[config.mk]
export PLATFORM = sky130hd
export DESIGN_NAME = game_sequencer_flat
export DESIGN_NICKNAME = d
export VERILOG_FILES = /design/src/rtl/game_sequencer_if.sv /design/src/rtl/game_sequencer.sv /design/src/flat_wrapper.sv
export SDC_FILE = /design/constraint.sdc
export NUM_CORES = 1
export LEC_CHECK = 0
export CORE_ASPECT_RATIO = 0.7
export CORE_MARGIN = 3
export CORE_UTILIZATION = 53
export CTS_CLUSTER_DIAMETER = 120
export DETAILED_ROUTE_END_ITERATION = 10
export PLACE_DENSITY = 0.76
export SLEW_MARGIN = 25
export SYNTH_ARGS = -nofsm -noshare
export SYNTH_HDL_FRONTEND = slang
export SYNTH_SLANG_ARGS = --single-unit
[constraint.sdc]
create_clock -name clk -period 2.35 [get_ports clk]
set_input_delay 0.47 -clock clk [delete_from_list [all_inputs] [get_ports clk]]
set_output_delay 0.47 -clock clk [all_outputs]
set_load 0.01 [all_outputs]
[src/rtl/game_sequencer_if.sv]
// Control/status bundle between the game sequencer and its environment.
// Optional PAUSE_EN adds the pause button input.
interface game_sequencer_if;
  logic       start;
  logic       block_hit;
  logic       floor_hit;
`ifdef PAUSE_EN
  logic       pause;
`endif
  logic       run;
  logic       serve;
  logic       clear_blocks;
  logic [1:0] lives;
  logic [9:0] score;
  logic [5:0] blocks_left;
  logic [2:0] state;

  modport master (
`ifdef PAUSE_EN
    output pause,
`endif
    output start, block_hit, floor_hit,
    input  run, serve, clear_blocks, lives, score, blocks_left, state
  );

  modport slave (
`ifdef PAUSE_EN
    input  pause,
`endif
    input  start, block_hit, floor_hit,
    output run, serve, clear_blocks, lives, score, blocks_left, state
  );
endinterface

[src/rtl/game_sequencer.sv]
// Breakout game-flow controller: idle/serve/play/lost/over/win sequencing,
// lives/score/bricks bookkeeping, registered datapath controls.
// Optional feature macro PAUSE_EN: adds pause button and PAUSED state (6).
module game_sequencer #(
  parameter int LIVES       = 3,
  parameter int NUM_BLOCKS  = 60,
  parameter int SERVE_DELAY = 64
) (
  input logic             clk,
  input logic             rst,
  game_sequencer_if.slave gif
);

  typedef enum logic [2:0] {
    IDLE   = 3'd0,
    SERVE  = 3'd1,
    PLAY   = 3'd2,
    LOST   = 3'd3,
    OVER   = 3'd4,
    WIN    = 3'd5,
    PAUSED = 3'd6
  } state_t;

  state_t     st, st_n;
  logic [7:0] cnt, cnt_n;
  logic [1:0] lives_r, lives_n;
  logic [9:0] score_r, score_n;
  logic [5:0] blk_r, blk_n;
  logic       run_r, serve_r, serve_n, clr_r, clr_n;
  logic       start_q, start_edge;
  logic       won;

  assign start_edge = gif.start & ~start_q;

`ifdef PAUSE_EN
  logic pause_q, pause_edge;
  assign pause_edge = gif.pause & ~pause_q;

  // Pause button edge detector; held-at-reset press does not count.
  always_ff @(posedge clk) begin
    if (rst) pause_q <= 1'b1;
    else     pause_q <= gif.pause;
  end
`endif

  // Next-state and next-value logic for all registered outputs.
  always_comb begin
    st_n    = st;
    cnt_n   = cnt;
    lives_n = lives_r;
    score_n = score_r;
    blk_n   = blk_r;
    serve_n = 1'b0;
    clr_n   = 1'b0;
    won     = 1'b0;
    case (st)
      IDLE, OVER, WIN: begin
        if (start_edge) begin
          st_n    = SERVE;
          cnt_n   = '0;
          lives_n = 2'(LIVES);
          score_n = '0;
          blk_n   = 6'(NUM_BLOCKS);
          serve_n = 1'b1;
          clr_n   = 1'b1;
        end
      end
      SERVE: begin
        if (cnt == 8'(SERVE_DELAY - 1)) begin
          st_n  = PLAY;
          cnt_n = '0;
        end else begin
          cnt_n = cnt + 8'd1;
        end
      end
      PLAY: begin
`ifdef PAUSE_EN
        if (pause_edge) begin
          st_n = PAUSED;
        end else
`endif
        begin
          // The brick is counted before the floor so a last-brick hit wins.
          if (gif.block_hit) begin
            if (score_r != 10'd1023) score_n = score_r + 10'd1;
            blk_n = blk_r - 6'd1;
            if (blk_r == 6'd1) begin
              won  = 1'b1;
              st_n = WIN;
            end
          end
          if (gif.floor_hit && !won) begin
            lives_n = lives_r - 2'd1;
            cnt_n   = '0;
            st_n    = (lives_r == 2'd1) ? OVER : LOST;
          end
        end
      end
      LOST: begin
        if (cnt == 8'(SERVE_DELAY - 1)) begin
          st_n    = SERVE;
          cnt_n   = '0;
          serve_n = 1'b1;
        end else begin
          cnt_n = cnt + 8'd1;
        end
      end
`ifdef PAUSE_EN
      PAUSED: begin
        if (pause_edge) st_n = PLAY;
      end
`endif
      default: st_n = IDLE;
    endcase
  end

  // State and output registers; reset drops any pulse in flight.
  always_ff @(posedge clk) begin
    if (rst) begin
      st      <= IDLE;
      cnt     <= '0;
      lives_r <= 2'(LIVES);
      score_r <= '0;
      blk_r   <= 6'(NUM_BLOCKS);
      run_r   <= 1'b0;
      serve_r <= 1'b0;
      clr_r   <= 1'b0;
      start_q <= 1'b1;
    end else begin
      st      <= st_n;
      cnt     <= cnt_n;
      lives_r <= lives_n;
      score_r <= score_n;
      blk_r   <= blk_n;
      run_r   <= (st_n == PLAY);
      serve_r <= serve_n;
      clr_r   <= clr_n;
      start_q <= gif.start;
    end
  end

  assign gif.state        = st;
  assign gif.run          = run_r;
  assign gif.serve        = serve_r;
  assign gif.clear_blocks = clr_r;
  assign gif.lives        = lives_r;
  assign gif.score        = score_r;
  assign gif.blocks_left  = blk_r;

endmodule
[src/flat_wrapper.sv]
// flat-port wrapper written by rule: the top's interface ports become plain ports
module game_sequencer_flat 
#(
  parameter int LIVES       = 3,
  parameter int NUM_BLOCKS  = 60,
  parameter int SERVE_DELAY = 64
)
  (clk, rst, gif_start, gif_block_hit, gif_floor_hit, gif_run, gif_serve, gif_clear_blocks, gif_lives, gif_score, gif_blocks_left, gif_state);
  game_sequencer_if gif_i ();
  input logic clk;
  input logic rst;
  input wire logic [$bits(gif_i.start)-1:0] gif_start;
  input wire logic [$bits(gif_i.block_hit)-1:0] gif_block_hit;
  input wire logic [$bits(gif_i.floor_hit)-1:0] gif_floor_hit;
  output wire logic [$bits(gif_i.run)-1:0] gif_run;
  output wire logic [$bits(gif_i.serve)-1:0] gif_serve;
  output wire logic [$bits(gif_i.clear_blocks)-1:0] gif_clear_blocks;
  output wire logic [$bits(gif_i.lives)-1:0] gif_lives;
  output wire logic [$bits(gif_i.score)-1:0] gif_score;
  output wire logic [$bits(gif_i.blocks_left)-1:0] gif_blocks_left;
  output wire logic [$bits(gif_i.state)-1:0] gif_state;
  assign gif_i.start = gif_start;
  assign gif_i.block_hit = gif_block_hit;
  assign gif_i.floor_hit = gif_floor_hit;
  assign gif_run = gif_i.run;
  assign gif_serve = gif_i.serve;
  assign gif_clear_blocks = gif_i.clear_blocks;
  assign gif_lives = gif_i.lives;
  assign gif_score = gif_i.score;
  assign gif_blocks_left = gif_i.blocks_left;
  assign gif_state = gif_i.state;
  game_sequencer #(.LIVES(LIVES), .NUM_BLOCKS(NUM_BLOCKS), .SERVE_DELAY(SERVE_DELAY)) u_core (.clk(clk), .rst(rst), .gif(gif_i));
endmodule
Yosys cells after proc, flatten, opt, wreduce, memory -nomap -nowiden
Cells that the tools add are included.
- register bits: 33
- output and inout port bits: 24
- input port bits: 5
- bitwise operators: 3
- muxes and demuxes: 28
- equal/unequal tests: 14
- add/sub/neg operators: 4
- reductions and logical operators: 12
- operators with widths (kind ; number):
    $mux W10 ; 3
    $mux W8 ; 3
    $pmux W8 S3 ; 1
    $mux W3 ; 7
    $pmux W10 S2 ; 1
    $mux W6 ; 2
    $pmux W3 S4 ; 1
    $pmux W6 S2 ; 1
    $add A10 B1 Y10 const B ; 1
    $ne A10 B10 Y1 const B ; 1
    $eq A3 B2 Y1 const B ; 3
    $reduce_and A3 Y1 ; 3
    $add A8 B1 Y8 const B ; 1
    $eq A8 B6 Y1 const B ; 1
    $eq A3 B3 Y1 const B ; 2
    $eq A6 B1 Y1 const B ; 1
    $ne A2 B1 Y1 const B ; 3
    $sub A6 B1 Y6 const B ; 1
    $mux W1 ; 5
    $mux W2 ; 2
    $pmux W2 S2 ; 1
    $reduce_and A4 Y1 ; 1
    $reduce_or A2 Y1 ; 2
    $eq A3 B1 Y1 const B ; 1
    12 further kinds ; 13

Longest topological paths before layout
- word-level depth: 9
- depth in mapped cells: 7

Least setup slack after synthesis
No wires, ideal clock.
- kind: flip-flop to flip-flop
- start point: register u_core.st[1] (netlist: u_core.gif.state[1])
- end point: register u_core.score_r[0] (netlist: u_core.gif.score[0])
- data arrival time: 1656 ps
- stages on the path, launching flop included: 7
- buffers on the path: 2
- period minus slack after synthesis: 1727 ps
- library setup time: 71 ps
- setup slack: 623 ps
- cells stage by stage: dfxtp_1 > buf_6 > nor3b_4 > a22oi_4 > buf_6 > or4_1 > a21oi_1
- word-level cells in the longest chain between the ends: 4
- elaborated cells between the ends (all ways): 11
- those cells by class: eq/ne: 6; mux: 1; reduce/logical: 4
- ends and longest elaborated chain (element ; line ; RTL):
    start: declaration ; game_sequencer.sv:24 ; state_t st, st_n;
    start signal: assignment ; game_sequencer.sv:130 ; st <= st_n;
    $eq A3 B3 Y1 or $logic_not A3 Y1 (tied branches) ; game_sequencer.sv:56 ; case (st)
    $reduce_or A3 Y1 ; game_sequencer.sv:56 ;
    $ne A2 B1 Y1 (no source line) or $reduce_bool A2 Y1 (tied branches) ; -- ;
    $reduce_and A4 Y1 (no source line) ; -- ;
    end signal: assignment ; game_sequencer.sv:133 ; score_r <= score_n;
    end: declaration ; game_sequencer.sv:27 ; logic [9:0] score_r, score_n;
Several ways; a longest one is shown, not always the timed one.
A chain may end at the register's enable or synchronous reset.

Worst setup path in the final report
- start point: register u_core.st[1] (netlist: u_core.gif.state[1])
- end point: output port gif_state[1]
- RTL lines (element ; line ; RTL):
    end: declaration ; flat_wrapper.sv:21 ; output wire logic [$bits(gif_i.state)-1:0] gif_state;
No word-level cell between the ends.

==> impl_metrics.ini <==
[yosys]
syn-cell-area_um2 = 1810
syn_avg_cell_area_um2 = 8.75
yosys.area.top_type_share = 0.365
ys.flop_type = dfxtp_1
synth-edff-count = 0
synthCells = 207
synthTopCellsByArea = dfxtp_1, a21oi_1, or4_1
synth_common_cells = dfxtp_1, a21oi_1, nand2_1, nand3_1
synth_warnings = 0
synthDistinctLibCells = 56
yosysMostFrequentCell = dfxtp_1
ys_ff_latch = 33
async_reset_ff_frac = 0
synth_largest_area_cell = dfxtp_1
yosysSeqAreaShare = 0.365
syn-num-nets = 217

[timing]
fin_ws_ns = 0.359
min_period_ns = 1.99
fmax_ghz = 0.502
drv_slew = 0
fin_crit_sh = 0.847
clock_skew_ns = 0.00771
setup_viol = 0
fin_tns_setup_ns = 0
hold_viol = 0
slew_headroom = 0.624
worstMarginPinSlew_ns = 0.563
rsz0062_at_grt = no

[clock_tree]
cts.sinks = 33
cts_max_level = 2
cts_buffers = 5
tritoncts = yes
clkTransAtPathRegs_ns = 0.06
clock_latency_ns = 0.29
cts-resized-gates = 0
cts_setup_buffers = 0
holdBufCountCts = 0
clock_path_buffers = 2
root_buffer = clkbuf_8

[place]
port_buffers = 28
placed_cells = 281
gp_congestion = 0.802
pre_cts_slack_ns = 0.117
dp.final_hpwl_mm = 3.52
place_area_um2 = 2160

[routing]
ant_nets = 0
viasPerCell = 6.11
wl_mm = 4.75
drc = 0
dr_total_vias = 1760
drt_iter0_drc = 165
firstDrtPassIters = 4
wl_per_cell_um = 16.5

[final_layout]
drive_above_1_share = 0.108
multiInputGateArea_um2 = 1070
final_area_um2 = 2240
seqCellArea_um2 = 661
nets = 251
synthToLayoutAreaGrowth_pct = 23.8
diodes = 0
n_fill_cell = 267
final_cells = 288

[floorplan]
core_um2 = 3210
dieHeight_um = 54.9
die-area_um2 = 4170
initial_core_util = 0.564
num_rows = 17
die_w_um = 75.9
ios = 29

[run]
max-cap-violations = 0

[setup_path]
crit_path_max_incr_delay_ns = 0.63
crit_type = flop to output pin
crit_buf_inv = 1
crit_slowest_cell = clkdlybuf4s50_1
start_kind = flop
path_max_fanout = 13
cp-end-kind = output pin
required_ns = 1.88
path_cells = clkdlybuf4s50_1
critPathTopFamily = buffers and inverters
arrival_ns = 1.52

[pwr]
power_density_nw_per_um2 = 486
peakVddDrop_mv = 0.328
p_leak_nw = 0.820

[global_route]
use_met1 = 0.353
grt_pass1_wl_mm = 7.80
busiest_layer = met2
antenna_found_initial = 0
grt_pass1_vias = 1594
grt-ovfl-total = 0
grtUsageTotal = 0.254
use_met3 = 0.0704
grt_max_degree = 23
grtUsageMet2 = 0.374

[hold_path]
hold_class = flop to flop

[status]
status = completed
## tightest hold or removal path, stage by stage (launching register included)
cell and delay (ns):
dfxtp_1 0.33, nand3_1 0.07, a21oi_1 0.06
## routing by layer
layer  share of wire  vias to the layer above
li1                -                      856
met4          0.0099                        0
met1            0.49                      839
met5               0                        -
met2            0.42                       61
met3           0.072                        4
## worst paths after layout
path                                     startpoint                   to  slack (ns)  cells past startpoint
worst max-delay path            u_core.gif.state[1]         gif_state[1]        0.36                      1
worst min-delay path                  u_core.cnt[1]        u_core.cnt[1]        0.50                      2
worst max register to register  u_core.gif.state[2]  u_core.gif.score[9]        0.37                      4
worst min register to register        u_core.cnt[1]        u_core.cnt[1]        0.50                      2
## power breakdown
| group | leakage (nW) | switching, mW | internal (mW) |
|---|---|---|---|
| clock network | 0.0443 | 0.196 | 0.232 |
| registers | 0.267 | 0.00697 | 0.565 |
| logic | 0.508 | 0.0505 | 0.0385 |
| total | 0.820 | 0.254 | 0.836 |
## layout make-up
cell class	count	share of cell area
Inverter	8	0.0134
Clock buffer	7	0.0385
Sequential cell	33	0.295
Multi-Input combinational cell	157	0.475
Tap cell	47	0.0262
Timing Repair Buffer	36	0.152
## logic make-up after synthesis
| family | after synthesis | share of synthesized area |
|---|---|---|
| mux | 3 | 0.0173 |
| fa+ha+maj | 5 | 0.0345 |
| xor+xnor | 1 | 0.00484 |
| compound gates | 62 | 0.231 |
| flops | 33 | 0.365 |
| buf+inv | 17 | 0.0470 |
| simple gates | 86 | 0.300 |
## state kept, by name (all words and copies together) (netlist names)
register	cells
u_core.gif.clear_blocks	1
u_core.cnt	8
u_core.gif.state	3
u_core.start_q	1
u_core.gif.blocks_left	6
u_core.gif.lives	2
u_core.gif.serve	1
u_core.gif.score	10
u_core.gif.run	1
## stage by stage
step,util,power (mW),hold WS [ns]
after floorplan,-,0.634,0.456
after global placement,0.671,0.669,0.481
after detailed placement,0.671,0.672,0.491
after CTS,0.698,1.10,0.500
after global routing,0.698,1.13,0.542
final,0.698,1.09,0.502
## placed cells by master, fill, tap and decap left out, types with 4 or more instances in the layout
master            n
clkbuf_8          6
a21oi_1          18
nand2_1          14
ha_1              5
and3_1            6
dfxtp_1          33
clkdlybuf4s50_1  28
o21ai_0          10
or4_1            10
nand2b_1          4
nor2_1            9
nand3_1          13
o31ai_1           8
inv_1             8
buf_4             8
Power figures use the tool's default switching activity.
